`config.mk`:
```
export PLATFORM = sky130hd
export DESIGN_NAME = apb_fabric_ctrl
export DESIGN_NICKNAME = d
export VERILOG_FILES = /design/src/rtl/apb_fabric_pkg.sv /design/src/rtl/apb_timeout_cnt.sv /design/src/rtl/apb_fabric_ctrl.sv
export SDC_FILE = /design/constraint.sdc
export NUM_CORES = 1
export LEC_CHECK = 0
export BUFFER_PORTS_ARGS = -buffer_cell sky130_fd_sc_hd__buf_2
export CAP_MARGIN = 10
export CORE_MARGIN = 1.5
export CORE_UTILIZATION = 25
export DETAILED_ROUTE_END_ITERATION = 10
export HOLD_SLACK_MARGIN = 0.1
export PLACE_DENSITY_LB_ADDON = 0.12
export SLEW_MARGIN = 15
export SYNTH_ARGS = -nofsm -noshare
export SYNTH_HDL_FRONTEND = slang
export SYNTH_SLANG_ARGS = --single-unit
```
`constraint.sdc`:
```
create_clock -name FAB_CLK -period 5.65 [get_ports FAB_CLK]
set_input_delay 1.695 -clock FAB_CLK [delete_from_list [all_inputs] [get_ports FAB_CLK]]
set_output_delay 1.695 -clock FAB_CLK [all_outputs]
set_load 0.03 [all_outputs]
```
`src/rtl/apb_fabric_pkg.sv`:
```
// -----------------------------------------------------------------------------
// apb_fabric_pkg
// Shared definitions for the fabric-side APB3 controller: FSM state encoding,
// data and slot-index widths, and the data value returned on any error.
// -----------------------------------------------------------------------------
package apb_fabric_pkg;

    localparam int DW   = 32;   // APB data width
    localparam int IDXW = 3;    // slot index width (up to eight slots)

    // Read data returned on writes and on every error response.
    localparam logic [DW-1:0] ERR_DATA = 32'h0;

    typedef enum logic [1:0] {
        ST_IDLE   = 2'd0,
        ST_SETUP  = 2'd1,
        ST_ACCESS = 2'd2,
        ST_RESP   = 2'd3
    } apb_state_t;

endpackage

```
`src/rtl/apb_timeout_cnt.sv`:
```
// -----------------------------------------------------------------------------
// apb_timeout_cnt
// Counts downstream wait cycles. The count holds once it reaches TIMEOUT so it
// can never wrap back below the limit while a slave stays hung.
//
// Ports:
//   i_clk      clock
//   i_rst      synchronous active-high reset
//   i_clr      clear the count (start of a new downstream transfer)
//   i_en       count one cycle
//   o_expired  count equals TIMEOUT
// -----------------------------------------------------------------------------
module apb_timeout_cnt #(
    parameter int unsigned TIMEOUT = 255
) (
    input  logic i_clk,
    input  logic i_rst,
    input  logic i_clr,
    input  logic i_en,
    output logic o_expired
);

    logic [15:0] r_count;
    logic        w_at_limit;

    assign w_at_limit = (r_count == 16'(TIMEOUT));
    assign o_expired  = w_at_limit;

    always_ff @(posedge i_clk) begin
        if (i_rst || i_clr) begin
            r_count <= '0;
        end else if (i_en && !w_at_limit) begin
            r_count <= r_count + 16'd1;
        end
    end

endmodule

```
`src/rtl/apb_fabric_ctrl.sv`:
```
// -----------------------------------------------------------------------------
// apb_fabric_ctrl
// Bridges the MSS fabric APB3 master port to up to eight fabric APB3 slaves.
// Each MSS access is decoded to a slot, re-issued as a registered downstream
// transfer, and answered with ready/data/error. Unmapped slots and hung slaves
// both produce a bounded error response.
//
// Handshake: an MSS request is accepted only in IDLE, on MSSPSEL=1 with
// MSSPENABLE=0. The response is a single-cycle MSSPREADY pulse carrying
// MSSPRDATA/MSSPSLVERR; those two are zero whenever MSSPREADY is low.
// Downstream, S_PSEL is one-hot for the SETUP and ACCESS cycles only and the
// selected slot finishes the access by raising its S_PREADY bit.
//
// Ports:
//   FAB_CLK, FAB_RESET                      clock, sync active-high reset
//   MSSPSEL/ENABLE/WRITE/ADDR/WDATA         MSS request
//   MSSPRDATA/MSSPREADY/MSSPSLVERR          MSS response (registered)
//   S_PSEL/PENABLE/PWRITE/PADDR/PWDATA      downstream request (registered)
//   S_PRDATA/S_PREADY/S_PSLVERR             per-slot downstream response
//   ERR_CNT                                 saturating error-response count
//   o_dbg_state                             current FSM state
// -----------------------------------------------------------------------------
module apb_fabric_ctrl
    import apb_fabric_pkg::*;
#(
    parameter int unsigned NSLV    = 4,
    parameter int unsigned SLV_AW  = 8,
    parameter int unsigned TIMEOUT = 255
) (
    input  logic                 FAB_CLK,
    input  logic                 FAB_RESET,
    input  logic                 MSSPSEL,
    input  logic                 MSSPENABLE,
    input  logic                 MSSPWRITE,
    input  logic [31:0]          MSSPADDR,
    input  logic [DW-1:0]        MSSPWDATA,
    output logic [DW-1:0]        MSSPRDATA,
    output logic                 MSSPREADY,
    output logic                 MSSPSLVERR,
    output logic [NSLV-1:0]      S_PSEL,
    output logic                 S_PENABLE,
    output logic                 S_PWRITE,
    output logic [SLV_AW-1:0]    S_PADDR,
    output logic [DW-1:0]        S_PWDATA,
    input  logic [NSLV*DW-1:0]   S_PRDATA,
    input  logic [NSLV-1:0]      S_PREADY,
    input  logic [NSLV-1:0]      S_PSLVERR,
    output logic [7:0]           ERR_CNT,
    output apb_state_t           o_dbg_state
);

    apb_state_t          r_state, w_next;

    // Request latches
    logic [IDXW-1:0]     r_idx;
    logic [SLV_AW-1:0]   r_addr;
    logic                r_write;
    logic [DW-1:0]       r_wdata;
    logic                r_dec_err;

    // Registered outputs
    logic [NSLV-1:0]     r_psel;
    logic                r_penable;
    logic                r_mss_ready;
    logic                r_mss_err;
    logic [DW-1:0]       r_mss_rdata;
    logic [7:0]          r_err_cnt;

    logic [IDXW-1:0]     w_in_idx;
    logic                w_in_valid;
    logic                w_setup;
    logic [IDXW-1:0]     w_sel_idx;
    logic [NSLV-1:0]     w_onehot;
    logic                w_slv_ready;
    logic                w_slv_err;
    logic [DW-1:0]       w_slv_rdata;
    logic                w_expired;
    logic                w_fire;
    logic                w_resp_err;
    logic [DW-1:0]       w_resp_data;
    logic                w_unused_addr;

    assign w_in_idx      = MSSPADDR[SLV_AW+2:SLV_AW];
    assign w_in_valid    = ({1'b0, w_in_idx} < 4'(NSLV));
    assign w_setup       = MSSPSEL && !MSSPENABLE;
    assign w_unused_addr = ^MSSPADDR[31:SLV_AW+3];

    // The select must be ready on the cycle after acceptance, before the
    // index latch is visible, so IDLE decodes straight from the MSS address.
    assign w_sel_idx = (r_state == ST_IDLE) ? w_in_idx : r_idx;

    always_comb begin
        w_onehot = '0;
        for (int k = 0; k < int'(NSLV); k++) begin
            w_onehot[k] = (w_sel_idx == IDXW'(k));
        end
    end

    // Response mux for the slot currently in flight.
    always_comb begin
        w_slv_ready = 1'b0;
        w_slv_err   = 1'b0;
        w_slv_rdata = '0;
        for (int k = 0; k < int'(NSLV); k++) begin
            if (r_idx == IDXW'(k)) begin
                w_slv_ready = S_PREADY[k];
                w_slv_err   = S_PSLVERR[k];
                w_slv_rdata = S_PRDATA[DW*k +: DW];
            end
        end
    end

    apb_timeout_cnt #(
        .TIMEOUT (TIMEOUT)
    ) u_timeout (
        .i_clk     (FAB_CLK),
        .i_rst     (FAB_RESET),
        .i_clr     (w_next == ST_SETUP),
        .i_en      (r_state == ST_ACCESS),
        .o_expired (w_expired)
    );

    always_ff @(posedge FAB_CLK) begin
        if (FAB_RESET) begin
            r_state <= ST_IDLE;
        end else begin
            r_state <= w_next;
        end
    end

    // w_fire marks the edge that launches the MSSPREADY pulse. A decode error
    // skips the downstream transfer; its response is loaded while in RESP, so
    // its pulse lands one cycle after RESP, two cycles after the setup phase.
    always_comb begin
        w_next      = r_state;
        w_fire      = 1'b0;
        w_resp_err  = 1'b0;
        w_resp_data = ERR_DATA;
        case (r_state)
            ST_IDLE: begin
                if (w_setup) begin
                    w_next = w_in_valid ? ST_SETUP : ST_RESP;
                end
            end
            ST_SETUP: begin
                w_next = ST_ACCESS;
            end
            ST_ACCESS: begin
                if (w_slv_ready) begin
                    w_next      = ST_RESP;
                    w_fire      = 1'b1;
                    w_resp_err  = w_slv_err;
                    w_resp_data = (r_write || w_slv_err) ? ERR_DATA : w_slv_rdata;
                end else if (w_expired) begin
                    w_next     = ST_RESP;
                    w_fire     = 1'b1;
                    w_resp_err = 1'b1;
                end
            end
            ST_RESP: begin
                w_next = ST_IDLE;
                if (r_dec_err) begin
                    w_fire     = 1'b1;
                    w_resp_err = 1'b1;
                end
            end
            default: begin
                w_next = ST_IDLE;
            end
        endcase
    end

    always_ff @(posedge FAB_CLK) begin
        if (FAB_RESET) begin
            r_idx       <= '0;
            r_addr      <= '0;
            r_write     <= 1'b0;
            r_wdata     <= '0;
            r_dec_err   <= 1'b0;
            r_psel      <= '0;
            r_penable   <= 1'b0;
            r_mss_ready <= 1'b0;
            r_mss_err   <= 1'b0;
            r_mss_rdata <= '0;
            r_err_cnt   <= '0;
        end else begin
            if (r_state == ST_IDLE && w_setup) begin
                r_idx     <= w_in_idx;
                r_addr    <= MSSPADDR[SLV_AW-1:0];
                r_write   <= MSSPWRITE;
                r_wdata   <= MSSPWDATA;
                r_dec_err <= !w_in_valid;
            end
            r_psel      <= (w_next == ST_SETUP || w_next == ST_ACCESS) ? w_onehot : '0;
            r_penable   <= (w_next == ST_ACCESS);
            r_mss_ready <= w_fire;
            r_mss_err   <= w_fire && w_resp_err;
            r_mss_rdata <= w_fire ? w_resp_data : ERR_DATA;
            if (w_fire && w_resp_err && r_err_cnt != 8'hFF) begin
                r_err_cnt <= r_err_cnt + 8'd1;
            end
        end
    end

    assign MSSPRDATA   = r_mss_rdata;
    assign MSSPREADY   = r_mss_ready;
    assign MSSPSLVERR  = r_mss_err;
    assign S_PSEL      = r_psel;
    assign S_PENABLE   = r_penable;
    assign S_PWRITE    = r_write;
    assign S_PADDR     = r_addr;
    assign S_PWDATA    = r_wdata;
    assign ERR_CNT     = r_err_cnt;
    assign o_dbg_state = r_state;

endmodule

```
==> reports/results.txt <==
Across all layers, the routed design uses 4854 vias. The die extent in y is 141 um. The post-detailed-route wirelength per cell is 15.0 um. In the routed design, unresolved DRC markers number 0. Measured against its own limit, the worst slew margin works out to 39.5%.

The number of buffers inserted during clock tree synthesis is 9, and the sink count of the clock tree is 109. For the worst setup path, the data arrival time is 3590 ps. The most frequent cell after synthesis is sky130_fd_sc_hd__dfxtp_1. For this design the ratio of total power to cell area is 332 nW/um^2. The logs give 0 for the final hold violation count and 5920 ps for the worst path required time.

The ratio of final minimum period to clock period is 58.7%. STA classifies the critical path endpoint as a flop. The core region is 18600 um^2. In this run the static leakage power is 3.00 nW. The synthesized design contains 0 enable-type register cells. The largest single stage delay on the critical path is 420 ps. After synthesis, the mean cell area works out to 8.25 um^2. The footprint of the flip-flops and latches is 2180 um^2, and the number of hold-repair buffers added at the cts stage is 0.

For the placer congestion estimate, the log shows 0.730. The biggest area contributor in the post-synthesis netlist is sky130_fd_sc_hd__dfxtp_1. The largest net degree at the start of global routing is 71, and the number of buffer cells added on primary ports is 273. The clock arrives with 7.88 ps of skew. Final setup violation count: 0.

The tools report the length of the first detailed-routing pass in iterations as 4. The share of synthesized area occupied by flip-flops and latches is 46.0%, and the combined global-route utilization of all metal layers is 15.8%. The initial antenna violation count is 0. The total power is 0.00220 W.

The count of pins over their slew limit came out at 0. 0 antenna diodes ended up in the layout. The nature of the critical path startpoint was an input pin. The count of nets after finishing came out at 1036. By count the netlist is led by sky130_fd_sc_hd__dfxtp_1 (109), sky130_fd_sc_hd__nand2_1 (102), sky130_fd_sc_hd__a21oi_1 (51), sky130_fd_sc_hd__nor3_1 (39).

Summing all multi-input logic gate instances after layout gives 2380 um^2. Dividing the detail-routed via count by the number of cells gives 4.57. The Yosys step of the flow raised 0 warnings. The kind of cell with the highest combined delay on the critical path was simple AND/OR/NAND/NOR gates. The synthesized design devotes to its leading area cell type 46.0% of total area. Among all stages on the critical path, the largest delay is contributed by sky130_fd_sc_hd__or2_2.

The maximum clock rate was 0.302 GHz. With fillers left out, the area of the finished cells amounts to 6620 um^2. 295 I/O pins were placed. The number of buffer and inverter instances along the worst setup path was 2. The clock insertion delay at the later pin of the skew report was 350 ps; the total negative setup slack was 0 ps.

Type of the worst min-delay path: flop to flop. The flip-flop and latch count after synthesis works out to 109. Counting flops with an async set or reset pin after synthesis yields a share of 0%. Across the VDD grid, the largest voltage drop is 0.165 mV. The logs give 11.5 mm for the placed wire-length estimate after detailed placement and 0 for the number of gates given a new drive strength after cts.

After global routing the overflow that remains totals 0. Prior to clock tree synthesis, the placed netlist has a worst setup slack of 1960 ps. The post-route minimum period is 3320 ps, and the number of nets still failing antenna checks after routing is 0.

Along the worst path, the maximum fanout reaches 16. The cell area that synthesis handed to floorplanning was 4740 um^2. At the pin with the least slew margin, the transition time is 907 ps. The clock passes through at most 2 buffers.

The floorplan step defined a die boundary enclosing 19800 um^2. The first global-routing pass estimated 24.6 mm of wire. The synthesized instance count came out at 575. By startpoint and endpoint, the worst setup path is classified as input pin to flop.

The number of global-route vias before repair came out at 4619. Root buffer cell: sky130_fd_sc_hd__clkbuf_16. After synthesis, the netlist uses 41 different library cells. The layout has 2026 filler cells. The number of buffers added for setup after CTS is 0, and the area growth from synthesis to layout is 39.5%. Across the run, the number of max-cap violations was 0. The chip width was 141 um; the final critical-path setup slack was 2330 ps.

Yosys attributes the largest share of cell area to sky130_fd_sc_hd__dfxtp_1 (46%), sky130_fd_sc_hd__nand2_1 (8.1%), sky130_fd_sc_hd__a21oi_1 (5.4%). The flow ran to the end, and the final reports show no timing, DRC or antenna violations. The floorplan has 50 rows. The logs give 6300 um^2 for the cell area after placement and 788 for the synthesized netlist net count. Leading register cell type out of synthesis: sky130_fd_sc_hd__dfxtp_1. After clock tree synthesis, the clock-pin slew on the worst setup and hold paths is 80 ps. TritonCTS built the clock tree.

The total detailed-routing wirelength came out at 16.0 mm. Setup repair after global routing left no endpoint under its margin. The run gives 144 as the number of DRC markers in iteration 0.

For this configuration, the core starts out at a cell density of 25.4%. For the CTS H-tree depth, the log shows 3. The fraction of layout instances using a drive strength above 1 was 37.6%. The signal on the critical path passes through buf_2 > mux2i_1 > o22ai_1 > nor3_1 > a21oi_1 > o22ai_1 > inv_1 > ha_1 > or2_2 > nor3_1.
worst reg2reg max path, cell delays in order, from the launching register on:
cell	delay, ps
sky130_fd_sc_hd__dfxtp_2	380
sky130_fd_sc_hd__buf_4	570
sky130_fd_sc_hd__mux2i_1	190
sky130_fd_sc_hd__o221a_2	350
sky130_fd_sc_hd__o31ai_4	410
sky130_fd_sc_hd__nand4_1	150
sky130_fd_sc_hd__mux2_1	320
routing by layer:
layer	GRT usage [%]	share of wire, %	up-vias
met3	5.81	9.5	15
met4	4.39	1.5	0
met1	18.3	42	2147
met5	0	0	-
li1	-	-	2490
met2	27.4	47	202
where the power goes:
| group | switching [W] | internal, W |
|---|---|---|
| registers | 0.0000369 | 0.000832 |
| logic | 0.000425 | 0.000223 |
| clock network | 0.000308 | 0.000374 |
per-stage QoR:
| stage | hold WS, ps | cells | utilization (%) |
|---|---|---|---|
| final | 452 | 1062 | 35.5 |
| after global routing | 476 | 1062 | 35.5 |
| after floorplan | 471 | 575 | - |
| after global placement | 441 | 1046 | 33.8 |
| after CTS | 454 | 1062 | 35.5 |
| after detailed placement | 443 | 1046 | 33.8 |
registers in the layout, summed over array words and instances, names as in the netlist:
register and flops:
S_PWDATA 32, MSSPRDATA 32, S_PENABLE 1, r_idx 3
MSSPREADY 1, S_PADDR 8, S_PSEL 4, o_dbg_state 2
S_PWRITE 1, MSSPSLVERR 1, u_timeout.r_count 16, ERR_CNT 8
path summary, 6_finish.rpt:
kind | end | cells past startpoint | slack [ps] | start
worst max-delay path | u_timeout.r_count[7] | 10 | 2330 | S_PREADY[2]
worst min register to register | S_PADDR[1] | 2 | 450 | S_PADDR[1]
worst min-delay path | S_PADDR[1] | 2 | 450 | S_PADDR[1]
worst max register to register | ERR_CNT[4] | 6 | 3170 | r_idx[1]
area by class of cell:
| type | count | share of cell area (%) |
|---|---|---|
| Sequential cell | 109 | 33.0 |
| Clock inverter | 5 | 1.02 |
| Multi-Input combinational cell | 415 | 35.9 |
| Clock buffer | 11 | 3.82 |
| Timing Repair Buffer | 279 | 21.3 |
| Inverter | 9 | 0.510 |
| Tap cell | 234 | 4.42 |
cells in the final DEF (no fill, tap or decap), types with 9 or more instances in the layout:
cell type,instances
sky130_fd_sc_hd__a211oi_1,31
sky130_fd_sc_hd__nor2_1,37
sky130_fd_sc_hd__nand2_1,102
sky130_fd_sc_hd__buf_2,273
sky130_fd_sc_hd__clkbuf_16,9
sky130_fd_sc_hd__nor2b_1,35
sky130_fd_sc_hd__a21oi_1,51
sky130_fd_sc_hd__dfxtp_1,108
sky130_fd_sc_hd__o22ai_1,34
sky130_fd_sc_hd__inv_1,9
sky130_fd_sc_hd__nor3_1,39
kinds of logic after synthesis:
group / Yosys count / synth area share, %
XOR/XNOR: 14 / 2.58
adder cells (fa/ha/maj): 8 / 2.11
flip-flops: 109 / 46.0
buffers and inverters: 51 / 4.03
multiplexers: 11 / 2.40
AND/OR/NAND/NOR: 250 / 25.2
AO/OA/AOI/OAI: 132 / 17.7
Note: power is estimated with default switching activity, not from simulation.
